===== src/rtl/wb_bus_if_pkg.sv =====
// wb_bus_if_pkg: shared types and constants for the Wishbone master bridge.
//   RegBus      - default data/address width of the core's memory ports.
//   wb_state_e  - bridge FSM state encoding (idle, busy on the bus, holding
//                 read data while the pipeline is stalled).
//   stall_any   - true when any bit of the pipeline stall vector is set.
package wb_bus_if_pkg;

  localparam int unsigned RegBus = 32;

  typedef enum logic [1:0] {
    WbIdle      = 2'b00,
    WbBusy      = 2'b01,
    WbWaitStall = 2'b10
  } wb_state_e;

  function automatic logic stall_any(input logic [5:0] stall);
    return |stall;
  endfunction

endpackage


===== src/rtl/wb_bus_if_if.sv =====
// wb_bus_if_if: Wishbone classic-cycle bus bundle between the bridge and a slave.
//   wishbone_data_i  slave -> master  read data
//   wishbone_ack_i   slave -> master  acknowledge
//   wishbone_addr_o  master -> slave  byte address
//   wishbone_data_o  master -> slave  write data
//   wishbone_we_o    master -> slave  write enable
//   wishbone_sel_o   master -> slave  byte selects
//   wishbone_stb_o   master -> slave  strobe
//   wishbone_cyc_o   master -> slave  cycle valid
// Signal names keep the master's point of view so they line up with the bridge.
interface wb_bus_if_if
  import wb_bus_if_pkg::*;
#(
  parameter int unsigned DW = RegBus,
  parameter int unsigned AW = RegBus,
  parameter int unsigned SW = DW / 8
) ();

  logic [DW-1:0] wishbone_data_i;
  logic          wishbone_ack_i;
  logic [AW-1:0] wishbone_addr_o;
  logic [DW-1:0] wishbone_data_o;
  logic          wishbone_we_o;
  logic [SW-1:0] wishbone_sel_o;
  logic          wishbone_stb_o;
  logic          wishbone_cyc_o;

  modport master (
    input  wishbone_data_i,
    input  wishbone_ack_i,
    output wishbone_addr_o,
    output wishbone_data_o,
    output wishbone_we_o,
    output wishbone_sel_o,
    output wishbone_stb_o,
    output wishbone_cyc_o
  );

  modport slave (
    output wishbone_data_i,
    output wishbone_ack_i,
    input  wishbone_addr_o,
    input  wishbone_data_o,
    input  wishbone_we_o,
    input  wishbone_sel_o,
    input  wishbone_stb_o,
    input  wishbone_cyc_o
  );

endinterface


===== src/rtl/wb_bus_if.sv =====
// wb_bus_if: Wishbone classic-cycle master bridge for one core memory port.
// Holds the pipeline via stallreq_o while a bus access is outstanding and
// buffers read data returned while the pipeline is stalled.
//   clk, rst     clock and synchronous active-high reset
//   stall_i      pipeline stall vector from ctrl
//   flush_i      pipeline flush; abandons any transaction in flight
//   cpu_*_i      access request from the core (ce, we, addr, data, sel)
//   cpu_data_o   read data to the core (combinational)
//   stallreq_o   stall request to ctrl (combinational)
//   wb           Wishbone master side of the bus (outputs registered)
module wb_bus_if
  import wb_bus_if_pkg::*;
#(
  parameter int unsigned DW = RegBus,
  parameter int unsigned AW = RegBus,
  parameter int unsigned SW = DW / 8
) (
  input  logic          clk,
  input  logic          rst,
  input  logic [5:0]    stall_i,
  input  logic          flush_i,
  input  logic          cpu_ce_i,
  input  logic          cpu_we_i,
  input  logic [AW-1:0] cpu_addr_i,
  input  logic [DW-1:0] cpu_data_i,
  input  logic [SW-1:0] cpu_sel_i,
  output logic [DW-1:0] cpu_data_o,
  output logic          stallreq_o,
  wb_bus_if_if.master   wb
);

  wb_state_e     state_q;
  logic [AW-1:0] addr_q;
  logic [DW-1:0] data_q;
  logic          we_q;
  logic [SW-1:0] sel_q;
  logic          cyc_q;
  logic [DW-1:0] rd_buf_q;

  // Flush behaves like reset for the bridge: the access is dropped, the bus
  // is released and any buffered read data is discarded.
  always_ff @(posedge clk) begin
    if (rst || flush_i) begin
      state_q  <= WbIdle;
      addr_q   <= '0;
      data_q   <= '0;
      we_q     <= 1'b0;
      sel_q    <= '0;
      cyc_q    <= 1'b0;
      rd_buf_q <= '0;
    end else begin
      case (state_q)
        WbIdle: begin
          if (cpu_ce_i) begin
            addr_q  <= cpu_addr_i;
            data_q  <= cpu_data_i;
            we_q    <= cpu_we_i;
            sel_q   <= cpu_sel_i;
            cyc_q   <= 1'b1;
            state_q <= WbBusy;
          end
        end
        WbBusy: begin
          if (wb.wishbone_ack_i) begin
            addr_q <= '0;
            data_q <= '0;
            we_q   <= 1'b0;
            sel_q  <= '0;
            cyc_q  <= 1'b0;
            if (!cpu_we_i) begin
              rd_buf_q <= wb.wishbone_data_i;
            end
            state_q <= stall_any(stall_i) ? WbWaitStall : WbIdle;
          end
        end
        WbWaitStall: begin
          if (!stall_any(stall_i)) begin
            state_q <= WbIdle;
          end
        end
        default: state_q <= WbIdle;
      endcase
    end
  end

  always_comb begin
    stallreq_o = 1'b0;
    cpu_data_o = '0;
    if (!rst) begin
      case (state_q)
        WbIdle: begin
          stallreq_o = cpu_ce_i && !flush_i;
        end
        WbBusy: begin
          if (wb.wishbone_ack_i) begin
            // A flush in the ack cycle discards the data; never forward it.
            cpu_data_o = flush_i ? '0 : wb.wishbone_data_i;
          end else begin
            stallreq_o = 1'b1;
          end
        end
        WbWaitStall: begin
          cpu_data_o = rd_buf_q;
        end
        default: ;
      endcase
    end
  end

  // stb is tied to cyc: only single classic cycles are issued.
  assign wb.wishbone_addr_o = addr_q;
  assign wb.wishbone_data_o = data_q;
  assign wb.wishbone_we_o   = we_q;
  assign wb.wishbone_sel_o  = sel_q;
  assign wb.wishbone_cyc_o  = cyc_q;
  assign wb.wishbone_stb_o  = cyc_q;

endmodule


===== src/flat_wrapper.sv =====
// flat-port wrapper written by rule: the top's interface ports become plain ports
module wb_bus_if_flat import wb_bus_if_pkg::*;
#(
  parameter int unsigned DW = RegBus,
  parameter int unsigned AW = RegBus,
  parameter int unsigned SW = DW / 8
)
  (clk, rst, stall_i, flush_i, cpu_ce_i, cpu_we_i, cpu_addr_i, cpu_data_i, cpu_sel_i, cpu_data_o, stallreq_o, wb_wishbone_data_i, wb_wishbone_ack_i, wb_wishbone_addr_o, wb_wishbone_data_o, wb_wishbone_we_o, wb_wishbone_sel_o, wb_wishbone_stb_o, wb_wishbone_cyc_o);
  wb_bus_if_if #(.DW(DW), .AW(AW), .SW(SW)) wb_i ();
  input  logic clk;
  input  logic rst;
  input  logic [5:0] stall_i;
  input  logic flush_i;
  input  logic cpu_ce_i;
  input  logic cpu_we_i;
  input  logic [AW-1:0] cpu_addr_i;
  input  logic [DW-1:0] cpu_data_i;
  input  logic [SW-1:0] cpu_sel_i;
  output logic [DW-1:0] cpu_data_o;
  output logic stallreq_o;
  input wire logic [$bits(wb_i.wishbone_data_i)-1:0] wb_wishbone_data_i;
  input wire logic [$bits(wb_i.wishbone_ack_i)-1:0] wb_wishbone_ack_i;
  output wire logic [$bits(wb_i.wishbone_addr_o)-1:0] wb_wishbone_addr_o;
  output wire logic [$bits(wb_i.wishbone_data_o)-1:0] wb_wishbone_data_o;
  output wire logic [$bits(wb_i.wishbone_we_o)-1:0] wb_wishbone_we_o;
  output wire logic [$bits(wb_i.wishbone_sel_o)-1:0] wb_wishbone_sel_o;
  output wire logic [$bits(wb_i.wishbone_stb_o)-1:0] wb_wishbone_stb_o;
  output wire logic [$bits(wb_i.wishbone_cyc_o)-1:0] wb_wishbone_cyc_o;
  assign wb_i.wishbone_data_i = wb_wishbone_data_i;
  assign wb_i.wishbone_ack_i = wb_wishbone_ack_i;
  assign wb_wishbone_addr_o = wb_i.wishbone_addr_o;
  assign wb_wishbone_data_o = wb_i.wishbone_data_o;
  assign wb_wishbone_we_o = wb_i.wishbone_we_o;
  assign wb_wishbone_sel_o = wb_i.wishbone_sel_o;
  assign wb_wishbone_stb_o = wb_i.wishbone_stb_o;
  assign wb_wishbone_cyc_o = wb_i.wishbone_cyc_o;
  wb_bus_if #(.DW(DW), .AW(AW), .SW(SW)) u_core (.clk(clk), .rst(rst), .stall_i(stall_i), .flush_i(flush_i), .cpu_ce_i(cpu_ce_i), .cpu_we_i(cpu_we_i), .cpu_addr_i(cpu_addr_i), .cpu_data_i(cpu_data_i), .cpu_sel_i(cpu_sel_i), .cpu_data_o(cpu_data_o), .stallreq_o(stallreq_o), .wb(wb_i));
endmodule

===== config.mk =====
export PLATFORM = sky130hd
export DESIGN_NAME = wb_bus_if_flat
export DESIGN_NICKNAME = d
export VERILOG_FILES = /design/src/rtl/wb_bus_if_pkg.sv /design/src/rtl/wb_bus_if_if.sv /design/src/rtl/wb_bus_if.sv /design/src/flat_wrapper.sv
export SDC_FILE = /design/constraint.sdc
export NUM_CORES = 1
export LEC_CHECK = 0
export CAP_MARGIN = 30
export CORE_ASPECT_RATIO = 0.9
export CORE_MARGIN = 5
export CORE_UTILIZATION = 38
export CTS_CLUSTER_SIZE = 40
export DETAILED_ROUTE_END_ITERATION = 12
export PLACE_DENSITY_LB_ADDON = 0.1
export SKIP_CTS_REPAIR_TIMING = 1
export SYNTH_ARGS = -nofsm -noshare
export SYNTH_HDL_FRONTEND = slang
export SYNTH_SLANG_ARGS = --single-unit

===== constraint.sdc =====
create_clock -name clk -period 3.2 [get_ports clk]
set_input_delay 0.64 -clock clk [delete_from_list [all_inputs] [get_ports clk]]
set_output_delay 0.64 -clock clk [all_outputs]
set_load 0.005 [all_outputs]

==> results of run 1 <==
registers in the layout, indices dropped and copies added, names as in the netlist:
register	cells
u_core.wb.wishbone_we_o	1
u_core.wb.wishbone_data_o	32
u_core.wb.wishbone_sel_o	4
u_core.state_q	2
u_core.wb.wishbone_addr_o	32
u_core.wb.wishbone_cyc_o	1
u_core.rd_buf_q	32
power by group through the flow:
stage	Sequential, µW	Clock, µW	Combinational [µW]
2_1_floorplan	1380	0	190
3_3_place_gp	1370	0	428
3_5_place_dp	1380	0	433
4_1_cts	1350	1140	435
5_1_grt	1350	1190	470
6_report	1350	1100	431
per-layer routing:
layer / vias up / wire length (µm) / GRT usage (%) / part of all wire (%)
met2: 162 / 6810 / 33.7 / 50
met4: 0 / 310 / 6.20 / 2.3
li1: 2241 / - / - / -
met1: 2080 / 5370 / 22.6 / 39
met5: - / 0 / 0 / 0
met3: 24 / 1230 / 6.99 / 8.9
how the worst max path moves through the flow:
stage / cells after the start / slack (ps) / end
6_report: 7 / 260 / cpu_data_o[22]
4_1_cts: 7 / 260 / cpu_data_o[19]
3_3_place_gp: 7 / 290 / cpu_data_o[22]
2_1_floorplan: 5 / 1280 / cpu_data_o[10]
3_5_place_dp: 7 / 270 / cpu_data_o[19]
5_1_grt: 7 / 120 / cpu_data_o[22]
stage by stage:
stage | hold slack, ps | utilization, %
6_report | 449 | 61.8
5_1_grt | 463 | 61.8
4_1_cts | 451 | 61.8
3_5_place_dp | 442 | 59.1
3_3_place_gp | 437 | 59.1
2_1_floorplan | 437 | -
cells by family (layout without fill, tap and decap cells):
kind of cell	Yosys count	in the layout	synth area share, %
multiplexers	1	1	0.350
flip-flops	104	104	48.5
adder cells (fa/ha/maj)	4	4	1.17
AO/OA/AOI/OAI	142	142	18.8
AND/OR/NAND/NOR	248	248	24.3
buffers and inverters	56	244	6.80
worst min-delay path, cell delays in order (launching register included):
cell	delay, ps
sky130_fd_sc_hd__dfxtp_1	310
sky130_fd_sc_hd__nand2_1	50
sky130_fd_sc_hd__a21oi_1	50
cell usage after synthesis (all sizes together) (3+ instances only):
| library cell | instances | area, µm² |
|---|---|---|
| nand2 | 135 | 509 |
| a21oi | 104 | 521 |
| dfxtp | 104 | 2080 |
| nand3 | 69 | 345 |
| nor2 | 36 | 135 |
| buf | 35 | 213 |
| a22oi | 32 | 240 |
| clkbuf | 17 | 63.8 |
| ha | 4 | 50.1 |
| inv | 4 | 15.0 |
| o21ai | 3 | 15.0 |
area by class of cell:
type	instances	area [µm²]	share of cell area [%]
inverters	4	15.0	0.222
clock inverters	4	53.8	0.795
multi-input cells	395	1920	28.4
repair buffers	224	2260	33.4
well taps	152	190	2.81
flip-flops and latches	104	2080	30.8
clock buffers	12	246	3.64
==> run metrics, run 1 <==
Leak Pwr=0.00221 µW; most common cell after layout, fill and taps aside=sky130_fd_sc_hd__clkdlybuf4s50_1; Syn Nets=671; Crit path required time=2560 ps; endpoint of the lowest-slack register-to-register path=u_core.wb.wishbone_sel_o[1]; number of hold violations in the final report=0; final slew viol count=0; DRC viols=0; clk sink count=104; number of synthesized flops with an enable pin=0; sequential fraction of the synthesis area=48.5%; synthesized area divided by synthesized cell count=7.73 µm²; Critical Path Max Stage Delay=540 ps; number of input and output port buffers inserted=215; # setup viols final=0; count of routing violations after the opening detailed-route iteration=265; Worst R2R Start=u_core.state_q[0]; post-synthesis to final-layout area growth=57.8%; number of iterations in the first detailed-routing pass=6; max-cap violation count=0; Post-Syn Instances=555; class of the most critical hold timing path=register to register; routability congestion estimate from global placement=0.854; Num CTS Buffers=9; crit path time final=2940 ps; slew at the pin with the worst max-slew slack=779 ps; post-placement cell count=879; clock-pin slew on the worst setup and hold paths=70 ps; DIE WIDTH=122 µm; CP Capture Type=primary output; gate family responsible for the most delay along the worst path=buffers and inverters; wire length per cell after detailed routing=15.3 µm; cell mode on critical path=sky130_fd_sc_hd__clkdlybuf4s50_1; run status=finished clean; power share of the clock group=38.2%; cell area after layout=0.00677 mm²; library cells used by synthesis=26; post-place setup slack=273 ps; wire length after detailed routing=13700 µm; residual overflow from global routing=0; final cell count without fillers=895; I/O pins=216; number of standard-cell rows in the floorplan=36; initial core utilization=39.2%; Max Fanout on Critical Path=32; proportion of register bits with asynchronous set or reset after synthesis=0%; overall power consumption=2880 µW; number of global-route vias before repair=4374; total negative slack for setup checks=0 ps; type of the worst setup path=input port to primary output; instance count along the most critical hold path=2; switching fraction of total power=23.7%; Crit-path slowest cell=sky130_fd_sc_hd__clkdlybuf4s50_1; number of antenna cells inserted=0; Worst Reg-to-Reg Cells=7; proportion of layout cells with a drive suffix above 1=4.31%; root buf cell=sky130_fd_sc_hd__clkbuf_16; post-DP HPWL=9790 µm; number of vias after detailed routing=4507; category of the worst setup path launch point=input port; skew final=11.9 ps; Core Footprint=0.0109 mm²; endpoint of the worst hold path=u_core.wb.wishbone_data_o[9]; FF-to-FF setup slack=1180 ps; later-pin clock latency in the skew report=350 ps; Flop pwr share=46.8%; signal arrival time at the worst endpoint=2300 ps; antenna violations before repair=0; filler cell count in the final layout=980; via density per instance=5.04; total power per unit cell area=425 mW/mm²; most used cells in the layout excluding fill and tap cells=sky130_fd_sc_hd__clkdlybuf4s50_1, sky130_fd_sc_hd__nand2_1, sky130_fd_sc_hd__a21oi_1, sky130_fd_sc_hd__dfxtp_1, sky130_fd_sc_hd__nand3_1; FF+latch count, synth=104; Clock Tree Buf Depth=2; CP Cell Sequence=clkdlybuf4s50_1 > nand2_1 > nor2_2 > buf_12 > a22oi_1 > nor2_1 > clkdlybuf4s50_1; most used flip-flop cell after synthesis=sky130_fd_sc_hd__dfxtp_1; final setup margin=265 ps; unrepaired setup endpoints after global routing=false; Die ar.=0.0135 mm²; origin of the worst setup path=wb_wishbone_ack_i; internal power=2190 µW; maximum vdd drop=0.295 mV; final net count=854; Buffers & Inverters on Critical Path=3; Yosys warning total=0; cell area after synthesis=0.00429 mm²; TritonCTS clock tree=yes; maximum number of pins on one net before global-route repair=72; vertical die dimension=111 µm; source of the worst hold timing path=u_core.wb.wishbone_data_o[9]; Area after DPL=0.00647 mm²; max_slew headroom=48.1%; switching power=682 µW; Global Route Usage Sum=19.6%; proportion of power drawn by combinational gates=15.0%; H-tree depth=3; number of antenna-violating nets in the routed design=0; wire length of the first global-routing pass=21600 µm; final worst path period share=91.7%; maximum frequency from static timing analysis=0.341 GHz
No activity file was read; power rests on OpenSTA's default activity.
==> inputs of run 2 (changes only) <==
- GPL_TIMING_DRIVEN: default -> 0
==> run 2 against run 1 <==
Against the previous run:
- critical path depth unchanged
- non-clock buffer count rose by 43
- final cell count increased by 4.8%
- clock power decreased by 8%
- combinational power rose by 7.4%
- sequential cell count unchanged
- global-route usage up 2.0 points
- clock skew decreased by 7.6 ps
- power fell by 1.8%
- via count grew 4.7%
- fmax down 4.2%
==> run metrics, run 2 (synthesis results as in run 1) <==
run status=finished clean (unchanged); Max Fanout on Critical Path=10 (was 32); number of antenna-violating nets in the routed design=0 (unchanged); TritonCTS clock tree=yes (unchanged); final slew viol count=0 (unchanged); most common cell after layout, fill and taps aside=sky130_fd_sc_hd__clkdlybuf4s50_1 (unchanged); root buf cell=sky130_fd_sc_hd__clkbuf_16 (unchanged); gate family responsible for the most delay along the worst path=buffers and inverters (unchanged); Worst Reg-to-Reg Cells=7 (unchanged); I/O pins=216 (unchanged); H-tree depth=3 (unchanged); number of vias after detailed routing=4717 (was 4507); cell mode on critical path=sky130_fd_sc_hd__clkdlybuf4s50_1 (unchanged); clk sink count=104 (unchanged); routability congestion estimate from global placement=0.781 (was 0.854); skew final=4.31 ps (was 11.9 ps); post-DP HPWL=11200 µm (was 9790 µm); via density per instance=5.03 (was 5.04); Crit path required time=2560 ps (about the same); antenna violations before repair=0 (unchanged); residual overflow from global routing=0 (unchanged); Util after Layout=63.1% (was 61.8%); final net count=897 (was 854); maximum frequency from static timing analysis=0.326 GHz (was 0.341 GHz); wire length per cell after detailed routing=15.6 µm (was 15.3 µm); total negative slack for setup checks=0 ps (unchanged); category of the worst setup path launch point=input port (unchanged); final worst path period share=95.7% (was 91.7%); initial core utilization=39.2% (unchanged); most used cells in the layout excluding fill and tap cells=sky130_fd_sc_hd__clkdlybuf4s50_1, sky130_fd_sc_hd__nand2_1, sky130_fd_sc_hd__a21oi_1, sky130_fd_sc_hd__dfxtp_1, sky130_fd_sc_hd__nand3_1 (unchanged); number of hold violations in the final report=0 (unchanged); vertical die dimension=111 µm (unchanged); maximum vdd drop=0.329 mV (was 0.295 mV); DIE WIDTH=122 µm (unchanged); # setup viols final=0 (unchanged); Buffers & Inverters on Critical Path=3 (unchanged); Die ar.=0.0135 mm² (unchanged); maximum number of pins on one net before global-route repair=16 (was 72); CP Cell Sequence=clkdlybuf4s50_1 > nand2_1 > nor2_2 > clkbuf_4 > a22oi_1 > nor2_1 > clkdlybuf4s50_1 (was clkdlybuf4s50_1 > nand2_1 > nor2_2 > buf_12 > a22oi_1 > nor2_1 > clkdlybuf4s50_1); number of global-route vias before repair=4743 (was 4374); filler cell count in the final layout=981 (was 980); proportion of layout cells with a drive suffix above 1=7.01% (was 4.31%); Num CTS Buffers=9 (unchanged); DRC viols=0 (unchanged); instance count along the most critical hold path=2 (unchanged); number of iterations in the first detailed-routing pass=5 (was 6); post-synthesis to final-layout area growth=61.1% (was 57.8%); clock-pin slew on the worst setup and hold paths=60 ps (was 70 ps); slew at the pin with the worst max-slew slack=530 ps (was 779 ps); class of the most critical hold timing path=register to register (unchanged); max-cap violation count=0 (unchanged); number of standard-cell rows in the floorplan=36 (unchanged); max_slew headroom=64.7% (was 48.1%); wire length of the first global-routing pass=23600 µm (was 21600 µm); crit path time final=3060 ps (was 2940 ps); later-pin clock latency in the skew report=350 ps (about the same); stages on the worst setup path=7 (unchanged); Leak Pwr=0.00231 µW (was 0.00221 µW); CP Capture Type=primary output (unchanged); Critical Path Max Stage Delay=530 ps (was 540 ps); count of routing violations after the opening detailed-route iteration=278 (was 265); wire length after detailed routing=14600 µm (was 13700 µm); total power per unit cell area=409 mW/mm² (was 425 mW/mm²); type of the worst setup path=input port to primary output (unchanged); Global Route Usage Sum=21.6% (was 19.6%); number of input and output port buffers inserted=215 (unchanged); signal arrival time at the worst endpoint=2420 ps (was 2300 ps); Core Footprint=0.0109 mm² (unchanged); unrepaired setup endpoints after global routing=false (unchanged); overall power consumption=2820 µW (was 2880 µW); Crit-path slowest cell=sky130_fd_sc_hd__clkdlybuf4s50_1 (unchanged); Clock Tree Buf Depth=2 (unchanged)
run 2: final cells by class:
type | instances | area [µm²] | area share (%)
repair buffers | 215 | 2150 | 31.2
flip-flops and latches | 104 | 2080 | 30.1
multi-input cells | 395 | 1920 | 27.8
plain buffers | 52 | 283 | 4.09
clock buffers | 12 | 246 | 3.57
well taps | 152 | 190 | 2.75
clock inverters | 3 | 18.8 | 0.272
inverters | 4 | 15.0 | 0.217
diodes | 1 | 2.50 | 0.0362
run 2: path summary, 6_finish.rpt:
check,start,to,slack [ps]
worst min register to register,u_core.wb.wishbone_addr_o[14],u_core.wb.wishbone_addr_o[14],450
worst max-delay path,wb_wishbone_ack_i,cpu_data_o[29],140
worst min-delay path,u_core.wb.wishbone_addr_o[14],u_core.wb.wishbone_addr_o[14],450
worst max register to register,u_core.state_q[0],u_core.wb.wishbone_data_o[12],1320
run 2: where the power goes:
part	internal [µW]	switching, µW	total [µW]	leakage, µW
Combinational	256	207	463	0.00133
Clock	544	469	1010	0.000132
Sequential	1330	19.0	1350	0.000843
Total	2130	695	2820	0.00231
run 2: per-layer routing:
layer | part of all wire, % | global-route usage, % | up-vias
met5 | 0 | 0 | -
met4 | 1.3 | 7.47 | 0
met3 | 7.6 | 6.38 | 15
met2 | 49 | 36.3 | 160
met1 | 42 | 26.1 | 2215
li1 | - | - | 2327
run 2: metrics by stage:
step | std cells | hold slack, ps | setup slack, ps | instance area [µm²]
after floorplan | 555 | 437 | 1280 | 4290
after detailed placement | 922 | 443 | 29.3 | 6630
after CTS | 937 | 452 | 14.4 | 6900
after global placement | 922 | 438 | 34.0 | 6630
final | 938 | 452 | 137 | 6910
after global routing | 937 | 475 | 8.72 | 6910
run 2: worst reg2reg max path, cell delays in order, from the launching register on:
cell	delay, ps
sky130_fd_sc_hd__dfxtp_1	380
sky130_fd_sc_hd__inv_1	80
sky130_fd_sc_hd__ha_1	240
sky130_fd_sc_hd__mux2_4	320
sky130_fd_sc_hd__nand2_2	150
sky130_fd_sc_hd__clkbuf_1	390
sky130_fd_sc_hd__nand2_1	110
sky130_fd_sc_hd__a21oi_1	130
==> inputs of run 3 (changes only) <==
- GPL_ROUTABILITY_DRIVEN: default -> 1
- TNS_END_PERCENT: default -> 1
==> run 3 against run 2 <==
Against the previous run:
- first-iteration DRC count fell by 4.3%
- sequential power barely moved
- clock-buffer cell count did not move
- core utilization barely moved
- design area barely moved
- clock skew barely moved
- via count rose by 0.34%
- sequential share of layout area barely moved
- highest routed layer unchanged
==> run metrics, run 3 (synthesis results as in run 1) <==
run status=finished clean (unchanged); Critical Path Max Stage Delay=520 ps (was 530 ps); number of iterations in the first detailed-routing pass=5 (unchanged); number of input and output port buffers inserted=215 (unchanged); slew at the pin with the worst max-slew slack=532 ps (was 530 ps); TritonCTS clock tree=yes (unchanged); Clock Tree Buf Depth=2 (unchanged); count of routing violations after the opening detailed-route iteration=266 (was 278); number of vias after detailed routing=4733 (was 4717); Util after Layout=63.1% (about the same); root buf cell=sky130_fd_sc_hd__clkbuf_16 (unchanged); type of the worst setup path=register to primary output (was input port to primary output); signal arrival time at the worst endpoint=2430 ps (was 2420 ps); wire length per cell after detailed routing=15.6 µm (about the same); Core Footprint=0.0109 mm² (unchanged); Max Fanout on Critical Path=10 (unchanged); maximum frequency from static timing analysis=0.326 GHz (about the same); I/O pins=216 (unchanged); residual overflow from global routing=0 (unchanged); crit path time final=3070 ps (was 3060 ps); routability congestion estimate from global placement=0.781 (unchanged); number of standard-cell rows in the floorplan=36 (unchanged); Die ar.=0.0135 mm² (unchanged); CP Cell Sequence=inv_1 > ha_1 > clkbuf_1 > clkbuf_1 > a22oi_1 > nor2_1 > clkdlybuf4s50_1 (was clkdlybuf4s50_1 > nand2_1 > nor2_2 > clkbuf_4 > a22oi_1 > nor2_1 > clkdlybuf4s50_1); category of the worst setup path launch point=register (was input port); DRC viols=0 (unchanged); initial core utilization=39.2% (unchanged); CP Capture Type=primary output (unchanged); total power per unit cell area=409 mW/mm² (about the same); Global Route Usage Sum=21.6% (unchanged); antenna violations before repair=0 (unchanged); number of hold violations in the final report=0 (unchanged); clk sink count=104 (unchanged); Num CTS Buffers=9 (unchanged); filler cell count in the final layout=980 (was 981); H-tree depth=3 (unchanged); clock-pin slew on the worst setup and hold paths=60 ps (about the same); final slew viol count=0 (unchanged); final net count=897 (unchanged); final-layout worst hold slack=452 ps (about the same); maximum number of pins on one net before global-route repair=16 (unchanged); Crit-path slowest cell=sky130_fd_sc_hd__clkdlybuf4s50_1 (unchanged); most common cell after layout, fill and taps aside=sky130_fd_sc_hd__clkdlybuf4s50_1 (unchanged); Leak Pwr=0.00231 µW (about the same); maximum vdd drop=0.330 mV (was 0.329 mV); number of global-route vias before repair=4743 (unchanged); class of the most critical hold timing path=register to register (unchanged); Area after DPL=0.00663 mm² (unchanged); post-DP HPWL=11200 µm (unchanged); via density per instance=5.05 (was 5.03); vertical die dimension=111 µm (unchanged); most used cells in the layout excluding fill and tap cells=sky130_fd_sc_hd__clkdlybuf4s50_1, sky130_fd_sc_hd__nand2_1, sky130_fd_sc_hd__a21oi_1, sky130_fd_sc_hd__dfxtp_1, sky130_fd_sc_hd__nand3_1 (unchanged); cell area after layout=0.00691 mm² (about the same); later-pin clock latency in the skew report=350 ps (about the same); max_slew headroom=64.5% (was 64.7%); post-placement cell count=922 (unchanged); Crit path required time=2560 ps (about the same); max-cap violation count=0 (unchanged); wire length after detailed routing=14600 µm (about the same); final cell count without fillers=938 (unchanged); wire length of the first global-routing pass=23600 µm (unchanged); post-synthesis to final-layout area growth=61.0% (was 61.1%); final worst path period share=95.8% (was 95.7%); number of antenna-violating nets in the routed design=0 (unchanged); total negative slack for setup checks=0 ps (unchanged); # setup viols final=0 (unchanged); gate family responsible for the most delay along the worst path=buffers and inverters (unchanged); unrepaired setup endpoints after global routing=true (was false); skew final=3.89 ps (was 4.31 ps); Buffers & Inverters on Critical Path=4 (was 3); proportion of layout cells with a drive suffix above 1=6.88% (was 7.01%); DIE WIDTH=122 µm (unchanged); cell mode on critical path=sky130_fd_sc_hd__clkbuf_1 (was sky130_fd_sc_hd__clkdlybuf4s50_1)
-- run 3: metal layers --
layer / part of all wire (%) / wire length [µm] / vias up / global-route usage (%)
met4: 1.6 / 240 / 0 / 7.47
met2: 49 / 7190 / 167 / 36.3
met3: 7.6 / 1110 / 17 / 6.38
met1: 42 / 6090 / 2221 / 26.1
li1: - / - / 2328 / -
met5: 0 / 0 / - / 0
-- run 3: path summary, 6_finish.rpt --
check / startpoint / end / slack, ps / cells past startpoint
setup reg to reg: u_core.state_q[0] / u_core.wb.wishbone_data_o[12] / 1320 / 7
setup / recovery: u_core.state_q[0] / cpu_data_o[18] / 130 / 7
hold reg to reg: u_core.wb.wishbone_addr_o[14] / u_core.wb.wishbone_addr_o[14] / 450 / 2
hold / removal: u_core.wb.wishbone_addr_o[14] / u_core.wb.wishbone_addr_o[14] / 450 / 2
-- run 3: area by class of cell --
| cell class | count | area (µm²) | area share, % |
|---|---|---|---|
| timing repair buffer | 215 | 2150 | 31.2 |
| sequential | 104 | 2080 | 30.1 |
| multi-input combinational | 395 | 1920 | 27.8 |
| buffer | 52 | 282 | 4.08 |
| clock buffer | 12 | 246 | 3.57 |
| tap | 152 | 190 | 2.75 |
| clock inverter | 3 | 18.8 | 0.272 |
| inverter | 4 | 15.0 | 0.217 |
| antenna | 1 | 2.50 | 0.0362 |
-- run 3: metrics by stage --
stage	setup slack, ps	power [µW]
2_1_floorplan	1280	1570
3_3_place_gp	34.0	1830
3_5_place_dp	29.3	1840
4_1_cts	14.4	2860
5_1_grt	-6.79	2950
6_report	134	2830
-- run 3: worst register-to-register path: stages (launching register included) --
cell and delay (ps):
sky130_fd_sc_hd__dfxtp_1 380, sky130_fd_sc_hd__inv_1 80, sky130_fd_sc_hd__ha_1 240, sky130_fd_sc_hd__mux2_4 320, sky130_fd_sc_hd__nand2_2 150, sky130_fd_sc_hd__clkbuf_1 390
sky130_fd_sc_hd__nand2_1 110, sky130_fd_sc_hd__a21oi_1 130
-- run 3: where the power goes --
group          total [µW]  switching (µW)  internal [µW]
logic                 464             208            256
clock network        1010             471            544
registers            1350            19.1           1330
